### src/rtl/sync_fifo_ram.sv
// Simple dual-port storage array for sync_fifo: one synchronous write port and
// one registered read port whose output register holds while re is low.
module sync_fifo_ram #(
    parameter int N     = 32,
    parameter int depth = 3
) (
    input  logic             clk,
    input  logic             reset,
    input  logic             we,
    input  logic [depth-1:0] waddr,
    input  logic [N-1:0]     wdata,
    input  logic             re,
    input  logic [depth-1:0] raddr,
    output logic [N-1:0]     rdata
);
    localparam int DEPTH = 2 ** depth;

    logic [N-1:0] mem [0:DEPTH-1];
    logic [N-1:0] rdata_reg;

    // Array has no reset so it can map onto block RAM; only the output register resets.
    always_ff @(posedge clk) begin
        if (we) begin
            mem[waddr] <= wdata;
        end
    end

    always_ff @(posedge clk or posedge reset) begin
        if (reset) begin
            rdata_reg <= '0;
        end else if (re) begin
            rdata_reg <= mem[raddr];
        end
    end

    assign rdata = rdata_reg;
endmodule

### src/rtl/sync_fifo.sv
// Single-clock FIFO with registered read data, occupancy count, programmable
// almost-full/almost-empty flags and sticky overflow/underflow flags.
module sync_fifo #(
    parameter int N         = 32,
    parameter int depth     = 3,
    parameter int AF_MARGIN = 1,
    parameter int AE_MARGIN = 1
) (
    input  logic           clk,
    input  logic           reset,
    input  logic           flush,
    input  logic           wr_en,
    input  logic           rd_en,
    input  logic [N-1:0]   din,
    output logic [N-1:0]   dout,
    output logic           full,
    output logic           empty,
    output logic           almost_full,
    output logic           almost_empty,
    output logic [depth:0] count,
    output logic           overflow,
    output logic           underflow
);
    localparam int DEPTH = 2 ** depth;
    localparam logic [depth:0]   COUNT_FULL = (depth + 1)'(DEPTH);
    localparam logic [depth:0]   AF_LEVEL   = (depth + 1)'(DEPTH - AF_MARGIN);
    localparam logic [depth:0]   AE_LEVEL   = (depth + 1)'(AE_MARGIN);
    localparam logic [depth:0]   COUNT_ONE  = (depth + 1)'(1);
    localparam logic [depth-1:0] PTR_ONE    = depth'(1);

    logic [depth-1:0] wr_ptr_reg, wr_ptr_next;
    logic [depth-1:0] rd_ptr_reg, rd_ptr_next;
    logic [depth:0]   count_reg, count_next;
    logic             overflow_reg, overflow_next;
    logic             underflow_reg, underflow_next;
    logic             push_ok, pop_ok;
    logic             ram_we, ram_re;

    assign full         = (count_reg == COUNT_FULL);
    assign empty        = (count_reg == '0);
    assign almost_full  = (count_reg >= AF_LEVEL);
    assign almost_empty = (count_reg <= AE_LEVEL);

    assign push_ok = wr_en && !full;
    assign pop_ok  = rd_en && !empty;

    // Flush wins over both ports, so neither the array nor dout may change that cycle.
    assign ram_we = push_ok && !flush;
    assign ram_re = pop_ok && !flush;

    always_comb begin
        wr_ptr_next    = wr_ptr_reg;
        rd_ptr_next    = rd_ptr_reg;
        count_next     = count_reg;
        overflow_next  = overflow_reg;
        underflow_next = underflow_reg;
        if (flush) begin
            wr_ptr_next    = '0;
            rd_ptr_next    = '0;
            count_next     = '0;
            overflow_next  = 1'b0;
            underflow_next = 1'b0;
        end else begin
            if (push_ok) begin
                wr_ptr_next = wr_ptr_reg + PTR_ONE;
            end
            if (pop_ok) begin
                rd_ptr_next = rd_ptr_reg + PTR_ONE;
            end
            if (push_ok && !pop_ok) begin
                count_next = count_reg + COUNT_ONE;
            end else if (pop_ok && !push_ok) begin
                count_next = count_reg - COUNT_ONE;
            end
            if (wr_en && full) begin
                overflow_next = 1'b1;
            end
            if (rd_en && empty) begin
                underflow_next = 1'b1;
            end
        end
    end

    always_ff @(posedge clk or posedge reset) begin
        if (reset) begin
            wr_ptr_reg    <= '0;
            rd_ptr_reg    <= '0;
            count_reg     <= '0;
            overflow_reg  <= 1'b0;
            underflow_reg <= 1'b0;
        end else begin
            wr_ptr_reg    <= wr_ptr_next;
            rd_ptr_reg    <= rd_ptr_next;
            count_reg     <= count_next;
            overflow_reg  <= overflow_next;
            underflow_reg <= underflow_next;
        end
    end

    sync_fifo_ram #(
        .N     (N),
        .depth (depth)
    ) u_ram (
        .clk   (clk),
        .reset (reset),
        .we    (ram_we),
        .waddr (wr_ptr_reg),
        .wdata (din),
        .re    (ram_re),
        .raddr (rd_ptr_reg),
        .rdata (dout)
    );

    assign count     = count_reg;
    assign overflow  = overflow_reg;
    assign underflow = underflow_reg;
endmodule

### config.mk
export PLATFORM = sky130hd
export DESIGN_NAME = sync_fifo
export DESIGN_NICKNAME = d
export VERILOG_FILES = /design/src/rtl/sync_fifo_ram.sv /design/src/rtl/sync_fifo.sv
export SDC_FILE = /design/constraint.sdc
export NUM_CORES = 1
export LEC_CHECK = 0
export ABC_CLOCK_PERIOD_IN_PS = 9050
export BUFFER_PORTS_ARGS = -buffer_cell sky130_fd_sc_hd__buf_2
export CAP_MARGIN = 20
export CORE_UTILIZATION = 64
export DETAILED_ROUTE_END_ITERATION = 10
export GPL_TIMING_DRIVEN = 0
export PLACE_DENSITY = 0.92
export SYNTH_ARGS = -nofsm -noshare
export SYNTH_HDL_FRONTEND = slang
export SYNTH_SLANG_ARGS = --single-unit
### constraint.sdc
create_clock -name clk -period 9.05 [get_ports clk]
set_clock_uncertainty 0.15 [all_clocks]
set_input_delay 0.905 -clock clk [delete_from_list [all_inputs] [get_ports clk]]
set_output_delay 0.905 -clock clk [all_outputs]
set_load 0.05 [all_outputs]
* After elaboration in Yosys (flattened, before gate mapping)
Memories as Yosys holds them, arrays and structs flattened. A register that Yosys moved wholly into a read port is not among the register bits.
Cells that the tools add are included.
** Operators by class
- Reductions and logical operators :: 19
- Order comparisons :: 2
- Muxes and demuxes :: 13
- Add/sub/neg operators :: 4
- Eq/ne operators :: 1
** Operators with widths (number)
- two-way mux 3 bit :: 4
- two-way mux 4 bit :: 3
- logical AND 1 bit :: 8
- nonzero test 2 bit :: 4
- adder 3 x 1 -> 3 bit (second input constant) :: 2
- two-way mux 1 bit :: 6
- zero test 1 bit :: 5
- adder 4 x 1 -> 4 bit (second input constant) :: 1
- == test 4 bit (second input constant) :: 1
- greater-or-equal comparator 4 x 3 -> 1 bit (second input constant) :: 1
- <= comparator 4 x 1 -> 1 bit (second input constant) :: 1
- zero test 4 bit :: 1
- subtractor 4 x 1 -> 4 bit (second input constant) :: 1
- nonzero test 3 bit :: 1
** Word-level totals
- Memories kept :: 1
- Output and inout port bits :: 42
- RAM bits :: 256
- Logic and storage cells :: 45
- Register bits :: 12
** Memory list
- u_ram.mem :: depth 8, bits a word 32, rd ports 1, clocked after memory_dff 1, wr ports 1, RTL line sync_fifo_ram.sv:18 : logic [N-1:0] mem [0:DEPTH-1];

* Depth between registers and ports, before layout
- Depth after elaboration :: 8
- Gate-level depth with buffers :: 8
- Gate-level depth less buffers :: 7

* Cells and area by module
Synthesis repeated with hierarchy kept, for this count alone.
** Unflattened totals
- Cell total of the unflattened synthesis :: 724
- Area, all modules :: 12064.1 µm²
** By module, submodules not included
- sync_fifo_ram :: cells each 636, area each 11264.6 µm², sequential area each 8488.1 µm², times used 1
- sync_fifo :: cells each 88, area each 799.5 µm², sequential area each 300.3 µm², times used 1

* Worst setup path before layout
OpenSTA, ideal clock, no wires.
- Path kind :: flip-flop to flip-flop
- Start :: register count_reg[0] (netlist: count[0])
- End :: memory u_ram.mem[1][0], enable pin
- Period minus slack after synthesis :: 4.601 ns
- Arrival time :: 3.990 ns
- Setup time :: 0.461 ns
- Data required time :: 8.439 ns
- Path slack :: 4.449 ns
- Cell stages (with the launch flop) :: 8
- Cells stage by stage :: dfrtp_1 -> inv_1 -> ha_1 -> nand3b_4 -> inv_2 -> nor2_4 -> nand3b_1 -> nor3_1
** Between the ends
- Cells in the longest elaborated chain, start to end :: 6
** RTL lines
- start, declared :: RTL line sync_fifo.sv:33 : logic [depth:0] count_reg, count_next;
- start signal, assigned :: RTL line sync_fifo.sv:94 : count_reg <= count_next;
- == test 4 bit :: RTL line sync_fifo.sv:39 : assign full = (count_reg == COUNT_FULL);
- net full :: RTL line sync_fifo.sv:16 : output logic full,
- zero test 1 bit :: RTL line sync_fifo.sv:44 : assign push_ok = wr_en && !full;
- logical AND 1 bit :: RTL line sync_fifo.sv:44
- logical AND 1 bit :: RTL line sync_fifo.sv:48 : assign ram_we = push_ok && !flush;
- two-way mux 1 bit :: RTL line sync_fifo_ram.sv:23 : if (we) begin
- two-way mux 1 bit (implied by the code) :: RTL line sync_fifo_ram.sv:24 : mem[waddr] <= wdata;
- end, declared :: RTL line sync_fifo_ram.sv:18
The timed path passes the listed nets, and every way through them passes these cells.

* Final worst setup path
- Start :: register count_reg[0] (netlist: count[0])
- End :: memory u_ram.mem[0][17], enable pin
** Between the ends
- Cells in the longest elaborated chain, start to end :: 6
** RTL lines (RTL line)
- == test 4 bit :: sync_fifo.sv:39
- zero test 1 bit :: sync_fifo.sv:44
- logical AND 1 bit :: sync_fifo.sv:44
- logical AND 1 bit :: sync_fifo.sv:48
- two-way mux 1 bit :: sync_fifo_ram.sv:23
- two-way mux 1 bit (implied by the code) :: sync_fifo_ram.sv:24
Every way passes these cells.

==> metrics.md <==
| Metric | Value |
|---|---|
| Total track usage | `29.1%` |
| # setup viols final | `0` |
| Reg-to-Reg Start | `count[0]` |
| Worst Path Required | `9.13 ns` |
| Reg clk slew, reported paths | `0.06 ns` |
| WL per Instance | `27.2 µm` |
| R2R depth | `7` |
| Worst skew pair latency | `0.54 ns` |
| Critical-path maximum fanout | `9` |
| Mapped Nets | `616` |
| Register area share after synthesis | `75.4%` |
| DRT Pass-1 Iters | `5` |
| IO Port Bufs | `76` |
| Post-DRT Antenna Nets | `0` |
| Hold Vio Cnt, Final | `0` |
| WHS | `0.213 ns` |
| Grt total ovfl | `0` |
| Status | `complete, no violations` |
| DRC | `0` |
| Mean Syn Cell Area | `20.3 µm²` |
| WS Path Type | `flop to flop` |
| DR top layer | `met4` |
| Synthesized netlist cell count | `573` |
| DR vias/cell | `6.52` |
| Post-synthesis cell type count | `46` |
| Initial antenna violation count | `1` |
| Met2 routed WL | `13400 µm` |
| First-pass GRT wire length | `38200 µm` |
| YS warnings | `0` |
| RSZ-0062 raised after global routing | `false` |
| Top cells by area, synth | `edfxtp_1, mux4_2, dfrtp_1` |
| Register bit count reported by yosys | `300` |
| Max Root-Sink Buffers | `3` |
| Mapped Area | `11700 µm²` |
| Max Cap Viol | `0` |
| Hold crit path type | `input port to asynchronous set/reset pin` |
| Synthesis-to-finish area growth | `16.1%` |
| Postcts setup bufs | `0` |
| Cts bufs inserted | `28` |
| Routability cong. | `0.889` |
| Peak supply drop | `255 µV` |
| Met3 Wirelength | `2180 µm` |
| Worst Path Arrival | `3.34 ns` |
| Layout cells sized above 1 | `34.2%` |
| Max H-tree Level | `1` |
| Die Wd | `137 µm` |
| Hold buffers post-CTS | `0` |
| Pwr Total | `3.69 mW` |
| First-iteration detailed-routing DRC count | `615` |
| Hpwl dp | `15300 µm` |
| Achievable clock frequency | `307 MHz` |
| Post-cts resize count | `0` |
| Share of the synthesized area in the top cell type | `66.0%` |
| Yosys top cell by area | `edfxtp_1` |
| Worst Max-Slew Pin Slew | `1.06 ns` |
| PwrDens | `273 nW/µm²` |
| Initial Util | `66.4%` |
| R2R Path End | `u_ram.mem[0][17]` |
| Full die area | `18800 µm²` |
| Via Count | `6120` |
| Critical Path End Type | `flop` |
| Slew headroom | `28.7%` |
| Largest net degree at the start of global routing | `32` |
| Fin nets | `735` |
| Final wirelength | `25600 µm` |
| CTS tree | `done` |
| Top Ports | `79` |
| Core ar. | `17500 µm²` |
| Tmin final | `3.26 ns` |
| Max reg flops | `256` |
| Max-slew violations | `0` |
| Clock tree sinks | `300` |
| FF-to-FF setup slack | `5.79 ns` |
| Setup_tns | `0 ns` |
| Lkg Pwr | `4.63 nW` |
| CP startpoint kind | `flop` |
| Vias in the first global route | `6368` |
| Height of the die | `137 µm` |
| Met1 Wirelength | `9390 µm` |
| Clk root buf | `clkbuf_16` |
| Fin crit share | `36.0%` |
| Num rows | `48` |
-- metrics by stage --
stage | instance area, µm² | utilization (%) | std cells | setup slack (ns)
finish | 13500 | 77.2 | 939 | 5.79
global route | 13500 | 77.2 | 939 | 5.65
CTS | 13500 | 77.1 | 938 | 5.78
detailed placement | 12600 | 71.7 | 887 | 5.80
global placement | 12300 | 70.2 | 874 | 2.59
floorplan | 11700 | - | 573 | 4.45
-- Yosys cell counts, drive strengths merged --
library cell and instances:
a21boi 1, a21o 1, a21oi 37, a221oi 2, a311oi 1, a32oi 1, and3b 1, buf 26
clkbuf 5, dfrtp 44, edfxtp 256, ha 6, inv 6, mux2 2, mux2i 34, mux4 64
nand2 6, nand2b 3, nand3 2, nand3b 2, nor2 51, nor2b 2, nor3 3, nor3b 2
nor4 1, nor4b 1, o211ai 2, o21a 1, o21ai 4, o31ai 1, or3 1, xnor2 2
xor2 2
-- power breakdown --
| group | switching [mW] | internal [mW] | leakage (nW) | total, mW |
|---|---|---|---|---|
| Combinational | 0.587 | 0.262 | 1.34 | 0.849 |
| Clock | 0.484 | 0.688 | 0.463 | 1.17 |
| Sequential | 0.0647 | 1.60 | 2.83 | 1.67 |
-- layout by cell type (no fill, tap or decap), types with 2 or more instances in the layout --
cell type and instances:
nor2_1 44, clkbuf_16 28, ha_1 6, buf_6 15, a21oi_1 37, nor3_2 2, edfxtp_1 256, xor2_1 2
buf_12 7, dfrtp_1 44, nor2b_1 2, nand3_1 2, o211ai_1 2, buf_2 86, nand2_1 6, clkbuf_8 11
mux4_2 64, nor2_4 7, clkinvlp_4 2, mux2i_1 34, buf_8 5, clkbuf_1 8, xnor2_1 2, clkbuf_2 2
inv_2 2, inv_1 4, clkinv_2 3, nand2b_1 2, a221oi_1 2, o21ai_1 2
-- cell families (layout without fill, tap and decap cells) --
logic type      count (synthesis)  count (layout)  synth area share, %
flops                         300             300                 75.4
fa+ha+maj                       6               6                0.644
buf+inv                        37             177                 2.38
other cells                     0               1                    0
mux                           100             100                 15.5
xor+xnor                        4               4                0.301
compound gates                 51              51                 2.54
simple gates                   75              75                 3.22
-- worst max-delay path, stage by stage (launching register included) --
cell and delay, ns:
dfrtp_1 0.46, inv_1 0.13, ha_1 0.35, nand3b_4 0.15, nand2_1 0.10, or3_1 0.48
nor3_2 0.86, buf_6 0.28
-- how the worst max path moves through the flow --
| stage | from | endpoint | slack [ns] | depth (start not counted) |
|---|---|---|---|---|
| global placement | wr_en | u_ram.mem[0][7] | 2.59 | 4 |
| detailed placement | wr_en | u_ram.mem[0][24] | 5.80 | 5 |
| floorplan | count[0] | u_ram.mem[1][0] | 4.45 | 7 |
| finish | count[0] | u_ram.mem[0][17] | 5.79 | 7 |
| CTS | count[1] | empty | 5.78 | 4 |
| global route | count[1] | u_ram.mem[0][17] | 5.65 | 7 |
-- layer usage --
layer / GRT usage (%) / vias up
li1: - / 2530
met1: 38.2 / 3161
met2: 49.8 / 365
met3: 5.37 / 64
met4: 9.40 / 0
met5: 0 / -
-- layout make-up --
cell class | instances | area, µm²
inverter | 6 | 22.5
tap | 225 | 282
fill | 900 | 4010
multi-input combinational | 236 | 2640
antenna | 1 | 2.50
clock inverter | 7 | 76.3
buffer | 31 | 255
timing repair buffer | 89 | 592
clock buffer | 44 | 871
sequential | 300 | 8790
(Power assumes the default switching activity.)
